File: config.mk
export PLATFORM = sky130hd
export DESIGN_NAME = vlane_divider_flat
export DESIGN_NICKNAME = d
export VERILOG_FILES = /design/src/rtl/vlane_div_pkg.sv /design/src/rtl/vlane_div_if.sv /design/src/rtl/vlane_div_step.sv /design/src/rtl/vlane_divider.sv /design/src/flat_wrapper.sv
export SDC_FILE = /design/constraint.sdc
export NUM_CORES = 1
export LEC_CHECK = 0
export CAP_MARGIN = 20
export CORE_ASPECT_RATIO = 0.7
export CORE_MARGIN = 2
export CORE_UTILIZATION = 60
export DETAILED_ROUTE_END_ITERATION = 8
export PLACE_DENSITY = 0.82
export SLEW_MARGIN = 30
export SYNTH_ARGS = -nofsm -noshare
export SYNTH_HDL_FRONTEND = slang
export SYNTH_HIERARCHICAL = 1
export SYNTH_SLANG_ARGS = --single-unit
File: constraint.sdc
create_clock -name clk -period 6.2 [get_ports clk]
set_clock_uncertainty 0.05 [all_clocks]
set_input_delay 0.93 -clock clk [delete_from_list [all_inputs] [get_ports clk]]
set_output_delay 0.93 -clock clk [all_outputs]
set_load 0.05 [all_outputs]
File: src/rtl/vlane_div_pkg.sv
// Shared types and op-field encoding for the vector lane divider.
package vlane_div_pkg;

   typedef enum logic [1:0] {
      IDLE = 2'd0,
      CALC = 2'd1,
      FIX  = 2'd2,
      DONE = 2'd3
   } div_state_e;

   localparam int OP_REM      = 0;
   localparam int OP_UNSIGNED = 1;

endpackage

File: src/rtl/vlane_div_if.sv
// Operand/result handshake bundle between the lane issue logic and the divider.
interface vlane_div_if #(
   parameter int WIDTH = 32
);
   logic [WIDTH-1:0] opA;
   logic [WIDTH-1:0] opB;
   logic [1:0]       op;
   logic             in_valid;
   logic             in_ready;
   logic             flush;
   logic             out_valid;
   logic             out_ack;
   logic [WIDTH-1:0] result;

   modport master (
      output opA, opB, op, in_valid, flush, out_ack,
      input  in_ready, out_valid, result
   );

   modport slave (
      input  opA, opB, op, in_valid, flush, out_ack,
      output in_ready, out_valid, result
   );
endinterface

File: src/rtl/vlane_div_step.sv
// One restoring-division iteration on magnitudes: shift {rem,quo} left and
// try subtracting the divisor from the partial remainder.
module vlane_div_step #(
   parameter int WIDTH = 32
) (
   input  logic [WIDTH-1:0] rem,
   input  logic [WIDTH-1:0] quo,
   input  logic [WIDTH-1:0] divisor,
   output logic [WIDTH-1:0] rem_nx,
   output logic [WIDTH-1:0] quo_nx
);
   logic [WIDTH:0] rem_sh;
   logic [WIDTH:0] trial;

   // rem < divisor on entry, so a non-negative trial always fits WIDTH bits
   // and the top bit of the WIDTH+1 difference is a clean borrow flag.
   assign rem_sh = {rem, quo[WIDTH-1]};
   assign trial  = rem_sh - {1'b0, divisor};
   assign rem_nx = trial[WIDTH] ? rem_sh[WIDTH-1:0] : trial[WIDTH-1:0];
   assign quo_nx = {quo[WIDTH-2:0], ~trial[WIDTH]};
endmodule

File: src/rtl/vlane_divider.sv
// Iterative radix-2 DIV/DIVU/REM/REMU for one vector lane: WIDTH restoring
// steps on magnitudes, one sign-fix cycle, result held until acknowledged.
module vlane_divider
   import vlane_div_pkg::*;
#(
   parameter int WIDTH     = 32,
   parameter int LOG2WIDTH = 5
) (
   input logic        clk,
   input logic        reset,
   vlane_div_if.slave bus
);
   div_state_e           state;
   logic [LOG2WIDTH-1:0] cnt;
   logic [1:0]           op_r;
   logic                 sign_a;
   logic                 sign_b;
   logic                 div_zero;
   logic [WIDTH-1:0]     raw_a;
   logic [WIDTH-1:0]     rem;
   logic [WIDTH-1:0]     quo;
   logic [WIDTH-1:0]     divisor;
   logic [WIDTH-1:0]     result_r;

   logic                 neg_a;
   logic                 neg_b;
   logic [WIDTH-1:0]     abs_a;
   logic [WIDTH-1:0]     abs_b;
   logic [WIDTH-1:0]     rem_nx;
   logic [WIDTH-1:0]     quo_nx;
   logic [WIDTH-1:0]     q_fix;
   logic [WIDTH-1:0]     r_fix;

   // Negating MIN gives MIN back, which read unsigned is exactly 2^(WIDTH-1).
   assign neg_a = ~bus.op[OP_UNSIGNED] & bus.opA[WIDTH-1];
   assign neg_b = ~bus.op[OP_UNSIGNED] & bus.opB[WIDTH-1];
   assign abs_a = neg_a ? -bus.opA : bus.opA;
   assign abs_b = neg_b ? -bus.opB : bus.opB;

   vlane_div_step #(.WIDTH(WIDTH)) u_step (
      .rem     (rem),
      .quo     (quo),
      .divisor (divisor),
      .rem_nx  (rem_nx),
      .quo_nx  (quo_nx)
   );

   assign q_fix = div_zero ? {WIDTH{1'b1}} : ((sign_a ^ sign_b) ? -quo : quo);
   assign r_fix = div_zero ? raw_a         : (sign_a ? -rem : rem);

   always_ff @(posedge clk or posedge reset) begin
      if (reset) begin
         state    <= IDLE;
         cnt      <= '0;
         op_r     <= '0;
         sign_a   <= 1'b0;
         sign_b   <= 1'b0;
         div_zero <= 1'b0;
         raw_a    <= '0;
         rem      <= '0;
         quo      <= '0;
         divisor  <= '0;
         result_r <= '0;
      end else if (bus.flush) begin
         state <= IDLE;
      end else begin
         case (state)
            IDLE: if (bus.in_valid) begin
               op_r     <= bus.op;
               sign_a   <= neg_a;
               sign_b   <= neg_b;
               div_zero <= (bus.opB == '0);
               raw_a    <= bus.opA;
               rem      <= '0;
               quo      <= abs_a;
               divisor  <= abs_b;
               cnt      <= LOG2WIDTH'(WIDTH - 1);
               state    <= CALC;
            end
            CALC: begin
               rem <= rem_nx;
               quo <= quo_nx;
               if (cnt == '0) state <= FIX;
               else           cnt   <= cnt - 1'b1;
            end
            FIX: begin
               result_r <= op_r[OP_REM] ? r_fix : q_fix;
               state    <= DONE;
            end
            DONE: if (bus.out_ack) state <= IDLE;
            default: state <= IDLE;
         endcase
      end
   end

   assign bus.in_ready  = (state == IDLE);
   assign bus.out_valid = (state == DONE);
   assign bus.result    = result_r;
endmodule

File: src/flat_wrapper.sv
// flat-port wrapper written by rule: the top's interface ports become plain ports
module vlane_divider_flat import vlane_div_pkg::*;
#(
   parameter int WIDTH     = 32,
   parameter int LOG2WIDTH = 5
)
  (clk, reset, bus_opA, bus_opB, bus_op, bus_in_valid, bus_flush, bus_out_ack, bus_in_ready, bus_out_valid, bus_result);
  vlane_div_if #(.WIDTH(WIDTH)) bus_i ();
  input logic clk;
  input logic reset;
  input wire logic [$bits(bus_i.opA)-1:0] bus_opA;
  input wire logic [$bits(bus_i.opB)-1:0] bus_opB;
  input wire logic [$bits(bus_i.op)-1:0] bus_op;
  input wire logic [$bits(bus_i.in_valid)-1:0] bus_in_valid;
  input wire logic [$bits(bus_i.flush)-1:0] bus_flush;
  input wire logic [$bits(bus_i.out_ack)-1:0] bus_out_ack;
  output wire logic [$bits(bus_i.in_ready)-1:0] bus_in_ready;
  output wire logic [$bits(bus_i.out_valid)-1:0] bus_out_valid;
  output wire logic [$bits(bus_i.result)-1:0] bus_result;
  assign bus_i.opA = bus_opA;
  assign bus_i.opB = bus_opB;
  assign bus_i.op = bus_op;
  assign bus_i.in_valid = bus_in_valid;
  assign bus_i.flush = bus_flush;
  assign bus_i.out_ack = bus_out_ack;
  assign bus_in_ready = bus_i.in_ready;
  assign bus_out_valid = bus_i.out_valid;
  assign bus_result = bus_i.result;
  vlane_divider #(.WIDTH(WIDTH), .LOG2WIDTH(LOG2WIDTH)) u_core (.clk(clk), .reset(reset), .bus(bus_i));
endmodule
==> reports/results.tsv <==
metric	value	unit
outcome	finished clean	
p_sw_share	50.1	%
ys_warn_count	6	
cts_tree	done	
maxClockFrequency	0.243	GHz
peakVddDrop	0.443	mV
wl_per_cell	20.0	um
grt_pass1_vias	11142	
p_per_area	660	nW/um^2
initial_core_util	61.2	%
tns	0	ns
final_hold_viol_count	0	
grt_pass1_wl	57.8	mm
cts-hold-fix-buffers	0	
async_reset_ff_share	100	%
ys_types	88	
place_inst	1758	
critPathArrivalTime	4.38	ns
setup_violations	0	
fin_cells	1790	
final_core_util	68.5	%
intPower	4.67	mW
path_class	register to register	
ys_ff_latch	171	
leakagePower	6.24	nW
placed_area	13600	um^2
crit_path_start_kind	register	
overflow	0	
cts_sinks	171	
antenna_found_initial	0	
grt_setup_unrepaired	false	
design.core.area	20700	um^2
vias_per_cell	6.55	
worst_pin_slew	0.965	ns
finalPower	9.36	mW
first_pass_iters	9	
vias	11720	
endpoint_kind	register	
seqPwrFrac	24.1	%
hold_class	register to register	
die_w	178	um
cap_violations	0	
min_period	4.12	ns
cts_buffer_depth	2	
slew_headroom	35.0	%
drtIter0Drc	1558	
track_usage	32.5	%
p_comb_share	64.5	%
finalInstanceArea	14200	um^2
numPortBuffers	104	
core.rowCount	44	
drive_gt1_share	9.38	%
cts_setup_buffers	0	
dp_hpwl	25.3	mm
finalWorstSetupSlack	2.08	ns
h-tree-depth	4	
die_y	126	um
synthCells	1473	
maxSlewViolCount	0	
num_io_pins	105	
synth_edf_count	0	
gp_congestion	0.943	
drc	0	
power_frac_clock	11.5	%
grt_max_degree	108	
die-area	22300	um^2
clkLatencyLatePin	0.44	ns
netlist_area	12700	um^2
avgSynthCellArea	8.60	um^2
holdWs	0.429	ns
fillCellCount	1676	
synth-seq-area-share	33.8	%
routed_wl	35.8	mm
synth_nets	1586	
n_antenna_cell	0	
drtAntennaViolNets	0	
synth_flop_cell	dfrtp_1	
clockRootBuffer	clkbuf_16	
post_cts_resized	0	
cp_max_fo	24	
place_ws	2.24	ns
crit_required	6.46	ns
p_sw	4.68	mW
cts.clk_slew.worst_paths	0.08	ns
cts_buffers	17	
syn_to_final_growth	11.9	%
min_period_over_period	66.4	%
final_nets	1614	
[final cells by class]
type / count / area (um^2) / area share (%)
multi-input combinational: 1127 / 7540 / 53.2
sequential: 171 / 4280 / 30.2
timing repair buffer: 121 / 1180 / 8.33
clock buffer: 17 / 425 / 3.00
tap: 276 / 345 / 2.44
inverter: 63 / 251 / 1.77
clock inverter: 15 / 149 / 1.05
[worst max-delay path, cell delays in order (launching register included)]
cell	delay (ns)
dfrtp_1	0.33
buf_4	0.17
inv_1	0.06
ha_1	0.24
fa_1	0.42
and2b_1	0.26
o2111ai_2	0.15
a21oi_2	0.23
o2111ai_1	0.25
a211oi_2	0.34
nor2_4	0.10
mux2i_4	0.40
and2_4	0.34
inv_8	0.13
mux2_4	0.33
nand3_1	0.08
nand2_1	0.09
[routing by layer]
metal	track usage, %	vias up	part of all wire, %
li1	-	5337	-
met1	47.7	5617	44
met2	48.3	681	44
met3	6.81	85	11
met4	9.84	0	2.2
met5	0	-	0
[power by group through the flow]
stage / sequential [mW] / combinational [mW] / clock (mW)
global route: 2.31 / 6.52 / 1.12
detailed placement: 2.23 / 5.82 / 0
finish: 2.25 / 6.03 / 1.07
CTS: 2.22 / 5.89 / 1.08
floorplan: 2.34 / 4.58 / 0
global placement: 2.21 / 5.66 / 0
[synth_stat cells, drive strengths merged, types with 41 or more instances]
library cell  count  area, um^2
xnor2            69         604
xor2             69         604
nand3            55         275
clkbuf           61         239
nand2           168         631
mux2             56         702
a21oi            85         433
inv              63         244
dfrtp           171        4280
buf              49         379
ha               41         513
nor2             84         323
o21ai           131         656
[cells in the final DEF, fill, tap and decap left out, drive strengths merged, types with 4 or more instances in the layout]
cell,netlist,layout
nor4,17,17
a211oi,8,8
o2111ai,7,7
o211ai,4,4
a21o,19,19
a21oi,85,85
clkdlybuf4s50,1,104
mux2i,26,26
nor3b,5,5
a31oi,32,32
xor2,69,69
nor2,84,84
o21ai,131,131
and3,15,15
nor4b,7,7
nand4,13,13
o41ai,13,13
o221ai,6,6
dfrtp,171,171
mux2,56,56
ha,41,41
nor2b,8,8
or4,21,21
nand2,168,168
a221oi,7,7
nand3,55,55
nand3b,4,4
or3,16,16
o22ai,27,27
clkbuf,61,17
nand2b,13,13
buf,49,17
o21a,7,7
xnor2,69,69
clkinv,0,4
o31ai,21,21
nor3,31,31
inv,63,73
[flip-flops by register name, indices dropped and copies added, names as in the netlist]
register,cells
u_core/quo,32
u_core/rem,32
u_core/state,2
u_core/cnt,5
u_core/sign_a,1
u_core/raw_a,32
u_core/sign_b,1
u_core/bus.result,32
u_core/op_r,1
u_core/div_zero,1
u_core/divisor,32
[kinds of logic (layout without fill, tap and decap cells)]
logic type	Yosys count	after routing	share of synthesized area [%]
simple gates	473	473	18.5
compound gates	392	392	19.3
buf+inv	175	216	6.97
flops	171	171	33.8
xor+xnor	138	138	9.54
mux	82	82	7.69
fa+ha+maj	42	42	4.21
[path summary, 6_finish.rpt]
check | cells after the start | to | slack [ns] | from
max | 16 | u_core/rem[28] | 2.08 | u_core/quo[31]
min | 2 | u_core/bus.result[6] | 0.43 | u_core/bus.result[6]
max reg2reg | 16 | u_core/rem[28] | 2.08 | u_core/quo[31]
min reg2reg | 2 | u_core/bus.result[6] | 0.43 | u_core/bus.result[6]
max in group asynchronous | 3 | u_core/rem[8] | 4.17 | reset
min in group asynchronous | 2 | u_core/rem[2] | 0.94 | reset
(Power assumes the default switching activity.)
